<file path="src/rtl/cv32e40x_alu_b_count_unit.sv">
// Pipelined CPOP/CLZ/CTZ count unit: conditions the operand into a mask whose
// population count is the result, then popcounts it behind valid/ready handshakes.
module cv32e40x_alu_b_count_unit #(
    parameter int unsigned PREP_REG = 1
) (
    input  logic        clk,
    input  logic        rst,
    input  logic        kill_i,
    input  logic        in_valid_i,
    output logic        in_ready_o,
    input  logic [1:0]  operator_i,
    input  logic [31:0] operand_i,
    output logic        out_valid_o,
    input  logic        out_ready_i,
    output logic [31:0] result_o
);

    localparam int unsigned DATA_W = 32;
    localparam int unsigned CNT_W  = 6;

    logic [DATA_W-1:0] rev_c;
    logic [DATA_W-1:0] mask_c;
    logic [DATA_W-1:0] cnt_src;
    logic [CNT_W-1:0]  cnt_d;
    logic [CNT_W-1:0]  cnt_q;
    logic              s2_valid_d;
    logic              s2_valid_q;
    logic              s2_can_load;
    logic              s2_load;
    logic              in_fire;

    // CLZ reuses the trailing-zero mask on the bit-reversed operand
    always_comb begin
        rev_c = '0;
        for (int i = 0; i < int'(DATA_W); i++) begin
            rev_c[i] = operand_i[DATA_W-1-i];
        end
        mask_c = operand_i;
        case (operator_i)
            2'b01:   mask_c = ~rev_c & (rev_c - DATA_W'(1));
            2'b10:   mask_c = ~operand_i & (operand_i - DATA_W'(1));
            default: mask_c = operand_i;
        endcase
    end

    assign s2_can_load = !s2_valid_q || out_ready_i;
    assign in_fire     = in_valid_i && in_ready_o;

    generate
        if (PREP_REG != 0) begin : g_prep
            logic              s1_valid_q;
            logic              s1_valid_d;
            logic              s1_adv;
            logic [DATA_W-1:0] mask_q;

            assign s1_adv     = s1_valid_q && s2_can_load;
            assign in_ready_o = !rst && !kill_i && (!s1_valid_q || s1_adv);
            assign s2_load    = s1_adv && !kill_i;
            assign cnt_src    = mask_q;

            always_comb begin
                s1_valid_d = s1_valid_q;
                if (kill_i) begin
                    s1_valid_d = 1'b0;
                end else if (in_fire) begin
                    s1_valid_d = 1'b1;
                end else if (s1_adv) begin
                    s1_valid_d = 1'b0;
                end
            end

            always_ff @(posedge clk) begin
                if (rst) begin
                    s1_valid_q <= 1'b0;
                    mask_q     <= '0;
                end else begin
                    s1_valid_q <= s1_valid_d;
                    if (in_fire) begin
                        mask_q <= mask_c;
                    end
                end
            end
        end else begin : g_bypass
            assign in_ready_o = !rst && !kill_i && s2_can_load;
            assign s2_load    = in_fire;
            assign cnt_src    = mask_c;
        end
    endgenerate

    // 32-bit population count; 6 bits hold the maximum of 32
    always_comb begin
        cnt_d = '0;
        for (int i = 0; i < int'(DATA_W); i++) begin
            cnt_d = cnt_d + CNT_W'(cnt_src[i]);
        end
    end

    always_comb begin
        s2_valid_d = s2_valid_q;
        if (kill_i) begin
            s2_valid_d = 1'b0;
        end else if (s2_load) begin
            s2_valid_d = 1'b1;
        end else if (out_ready_i) begin
            s2_valid_d = 1'b0;
        end
    end

    always_ff @(posedge clk) begin
        if (rst) begin
            s2_valid_q <= 1'b0;
            cnt_q      <= '0;
        end else begin
            s2_valid_q <= s2_valid_d;
            if (s2_load) begin
                cnt_q <= cnt_d;
            end
        end
    end

    assign out_valid_o = s2_valid_q;
    assign result_o    = {(DATA_W-CNT_W)'(0), cnt_q};

endmodule

</file>
<file path="config.mk">
export PLATFORM = sky130hd
export DESIGN_NAME = cv32e40x_alu_b_count_unit
export DESIGN_NICKNAME = d
export VERILOG_FILES = /design/src/rtl/cv32e40x_alu_b_count_unit.sv
export SDC_FILE = /design/constraint.sdc
export NUM_CORES = 1
export LEC_CHECK = 0
export BUFFER_PORTS_ARGS = -buffer_cell sky130_fd_sc_hd__buf_2
export CAP_MARGIN = 20
export CORE_UTILIZATION = 55
export CTS_CLUSTER_DIAMETER = 40
export CTS_CLUSTER_SIZE = 10
export DETAILED_ROUTE_END_ITERATION = 12
export PLACE_DENSITY_LB_ADDON = 0.05
export SYNTH_ARGS = -nofsm -noshare
export SYNTH_HDL_FRONTEND = slang
export SYNTH_SLANG_ARGS = --single-unit
</file>
<file path="constraint.sdc">
create_clock -name clk -period 6.12 [get_ports clk]
set_input_delay 0.306 -clock clk [delete_from_list [all_inputs] [get_ports clk]]
set_output_delay 0.306 -clock clk [all_outputs]
set_load 0.02 [all_outputs]
</file>
==> After elaboration in Yosys (flattened, before gate mapping) <==
Cells that the tools add are included.
{ "op_classes": {"n_eq_ne": 2, "n_mux": 5, "n_bitwise": 4, "n_addsub": 33, "n_reduce_logical": 14} }
{ "op_table": {"columns": ["op", "count"], "rows": [
  ["$add A6 B1 Y6", 26],
  ["$and A32 B32 Y32", 2],
  ["$not A32 Y32", 2],
  ["$pmux W32 S2", 1],
  ["$sub A32 B1 Y32 const B", 2],
  ["$add A5 B1 Y6", 1],
  ["$add A4 B1 Y5", 1],
  ["$logic_and A1 B1 Y1", 5],
  ["$add A3 B1 Y4", 1],
  ["$logic_not A1 Y1", 4],
  ["$mux W1", 4],
  ["$reduce_bool A2 Y1", 2],
  ["$add A2 B1 Y3", 1],
  ["$add A1 B1 Y2", 1],
  ["$eq A2 B1 Y1 const B", 1],
  ["$eq A2 B2 Y1 const B", 1],
  ["$logic_or A1 B1 Y1", 2],
  ["$reduce_or A2 Y1", 1]
]} }
{ "totals": {"reg_bits": 40, "input_bits": 39} }

==> Logic depth before layout (Yosys ltp) <==
{ "depth": {"ltp_word": 31, "mapped_depth": 18} }

==> Least setup slack after synthesis <==
Ideal clock, no wire load.
{ "synth_path": {"path_type": "register to register", "startpoint": "register g_prep.mask_q[5], in the netlist cnt_src[5]", "endpoint": "register cnt_q[4]", "synth_period_minus_slack_ns": 4.546, "t_arrival_ns": 4.475, "setup_time_ns": 0.071, "stages_incl_launch_ff": 19, "setup_slack_ns": 1.574, "required_time_ns": 6.049, "path_cell_list": "dfxtp_1 -> inv_1 -> fa_1 -> inv_1 -> fa_1 -> fa_1 -> fa_1 -> fa_1 -> inv_1 -> fa_1 -> inv_1 -> ha_1 -> inv_1 -> fa_1 -> nor2b_1 -> o21a_1 -> nor3_1 -> nand3b_1 -> a21oi_1"} }
{ "synth_via": {"elab_chain_cells": 27} }
{ "synth_lines": {"columns": ["item", "line", "text"], "rows": [
  ["from (decl)", "54", "logic [DATA_W-1:0] mask_q;"],
  ["from (signal assigned)", "79", "mask_q <= mask_c;"],
  ["$add A5 B1 Y6", "94", "cnt_d = cnt_d + CNT_W'(cnt_src[i]);"],
  ["$add A6 B1 Y6 (26 in series)", "94", null],
  ["to (signal assigned)", "116", "cnt_q <= cnt_d;"],
  ["to (decl)", "25", "logic [CNT_W-1:0] cnt_q;"]
]} }
No other way between the ends.
A chain may end at the register's enable or synchronous reset.

==> Final worst setup path <==
Same ends and word-level chain as after synthesis.

==> flow_metrics.env <==
export IMPL_insertion_delay_ps=300
export IMPL_coreArea_um2=5642
export IMPL_cts_buffer_depth=2
export IMPL_syn_to_final_growth_pct=8.616
export IMPL_r2r_cells=18
export IMPL_yosysWarningCount=0
export IMPL_synth_cells=396
export IMPL_tightest_slew_ps=956.8
export IMPL_synthFlopType="dfxtp_1"
export IMPL_dp_hpwl_um=7006
export IMPL_start_kind="flip-flop"
export IMPL_route_detailed_drc=0
export IMPL_status="finished, final reports clean"
export IMPL_final_cell_area_um2=3565
export IMPL_period_needed_ps=4808
export IMPL_yosysTopAreaCell="dfxtp_1"
export IMPL_cp_end_kind="flip-flop"
export IMPL_drive_gt1_share_pct=17.01
export IMPL_cts_setup_buffers=0
export IMPL_synthArstFlopShare_pct=0
export IMPL_crit_fanout=2
export IMPL_period_share_pct=78.56
export IMPL_routed_via_density=6.039
export IMPL_cp_arrival_ps=5030
export IMPL_crit_type="flip-flop to flip-flop"
export IMPL_place_gp_congestion=0.9341
export IMPL_grt_overflow=0
export IMPL_drt_first_pass_iters=5
export IMPL_wl_um=8962
export IMPL_cp_required_ps=6350
export IMPL_whs_path_depth=2
export IMPL_start_util_pct=58.17
export IMPL_place_area_um2=3436
export IMPL_peakVddDrop_mv=0.1371
export IMPL_grt_pass1_vias=2803
export IMPL_grt_max_degree=35
export IMPL_die_w_um=79.25
export IMPL_max_freq_ghz=0.2080
export IMPL_yosysMostFrequentCell="inv_1"
export IMPL_cts_tree="yes"
export IMPL_clkTransAtPathRegs_ps=80
export IMPL_placement_rows=27
export IMPL_ant_nets=0
export IMPL_cts_resized=0
export IMPL_synth_area_leaders="dfxtp_1, fa_1, buf_4"
export IMPL_clockRootBuffer="clkbuf_8"
export IMPL_synth_edf_count=0
export IMPL_io_buffers=46
export IMPL_final_core_util_pct=63.18
export IMPL_ys_ff_latch=40
export IMPL_slew_violations=0
export IMPL_ys_seq_area_share_pct=24.40
export IMPL_clock_sinks=40
export IMPL_rsz0062_at_grt="no"
export IMPL_synth_area_per_cell_um2=8.288
export IMPL_nNetsFinal=507
export IMPL_cts_htree_levels=2
export IMPL_io_pins=73
export IMPL_power_density_nw_per_um2=233.0
export IMPL_grt_pass1_wl_um=14480
export IMPL_p_leak_uw=0.001426
export IMPL_synth_top_area_share_pct=24.40
export IMPL_ctsHoldBuffers=0
export IMPL_drt_iter0_markers=250
export IMPL_hold_viol=0
export IMPL_grt_antenna_before_repair=0
export IMPL_avgRoutedWirePerCell_um=17.68
export IMPL_fin_setup_tns_ps=0
export IMPL_die_area_um2=6280
export IMPL_synth_top_cells_by_count="inv_1, dfxtp_1, a21oi_1, buf_4, nor2_1"
export IMPL_n_antenna_cell=0
export IMPL_drv_cap=0
export IMPL_clock_skew_ps=9.228
export IMPL_grt_usage_pct=30.59
export IMPL_cts_buffers=5
export IMPL_syn_area_um2=3282
export IMPL_relSlewSlack_pct=36.14
export IMPL_setup_viol=0
export IMPL_num_vias=3062
export IMPL_fp_dieH_um=79.25
export IMPL_holdCritPathClass="input port to flip-flop"
export IMPL_synth_cell_types=59
cell families (layout without fill, tap and decap cells):
family | count (synthesis) | after routing | synth area share [%]
adders and majority gates | 33 | 33 | 18.07
xor gates and xnor gates | 2 | 2 | 0.5338
buffers and inverters | 85 | 99 | 13.53
AOI/OAI and AO/OA | 94 | 94 | 18.15
other | 1 | 26 | 0.1143
DFF | 40 | 40 | 24.40
muxes | 3 | 3 | 0.9150
and+or+nand+nor | 138 | 138 | 24.29
critical path: stages (launching register included):
cell,delay (ps)
dfxtp_1,310
inv_1,60
fa_1,540
inv_1,50
fa_1,450
fa_1,540
fa_1,440
fa_1,520
inv_1,50
fa_1,420
inv_1,70
ha_1,150
inv_1,60
fa_1,410
nor2b_1,190
o21a_1,150
nor3_1,40
nand3b_1,150
a21oi_1,160
flip-flops by register name (all words and copies together), names as in the netlist:
register / flops
cnt_q: 6
cnt_src: 32
g_prep.s1_valid_q: 1
out_valid_o: 1
cell usage in the layout (no fill, tap or decap), types with 11 or more instances in the layout:
| master | n |
|---|---|
| buf_2 | 46 |
| inv_1 | 42 |
| dfxtp_1 | 40 |
| a21oi_1 | 26 |
| conb_1 | 26 |
| nor2_1 | 25 |
| nand2_1 | 24 |
| fa_1 | 24 |
| nor3_1 | 21 |
| o21ai_0 | 21 |
| nor4_1 | 14 |
| nand3_1 | 11 |
power breakdown:
part	leakage (uW)	internal [uW]	switching, uW
Combinational	0.00104	113	179
Clock	0.0000642	161	94.8
Sequential	0.000326	273	9.53
stage by stage:
step / setup WS (ps) / hold WS, ps / total power (uW) / std cells
global route: 1072 / 221.9 / 891.0 / 507
CTS: 1290 / 222.2 / 832.3 / 507
global placement: 1500 / 440.8 / 569.9 / 500
finish: 1312 / 221.2 / 830.5 / 507
floorplan: 1574 / 382.8 / 509.9 / 421
detailed placement: 1365 / 444.8 / 580.4 / 500
cell type report:
cell class              instances  area [um2]
flip-flops and latches         40       800.8
inverters                      43       161.4
repair buffers                 49       252.7
clock inverters                 2       60.06
multi-input cells             296        2131
well taps                      72       90.09
fillers                       518        2077
clock buffers                   5       68.82
final timing paths:
path	slack, ps	end	start
setup / recovery	1310	cnt_q[4]$_SDFFE_PP0P_	cnt_src[5]$_SDFFE_PP0P_
hold / removal	220	g_prep.s1_valid_q$_SDFFE_PP0P_	kill_i
setup reg to reg	1310	cnt_q[4]$_SDFFE_PP0P_	cnt_src[5]$_SDFFE_PP0P_
hold reg to reg	450	cnt_src[4]$_SDFFE_PP0P_	cnt_src[4]$_SDFFE_PP0P_
per-layer routing:
metal,GRT usage (%),part of all wire (%)
met5,0,0
met4,10.36,3.0
met3,5.977,7.9
met2,48.19,45
met1,41.74,44
Power figures use the tool's default switching activity.
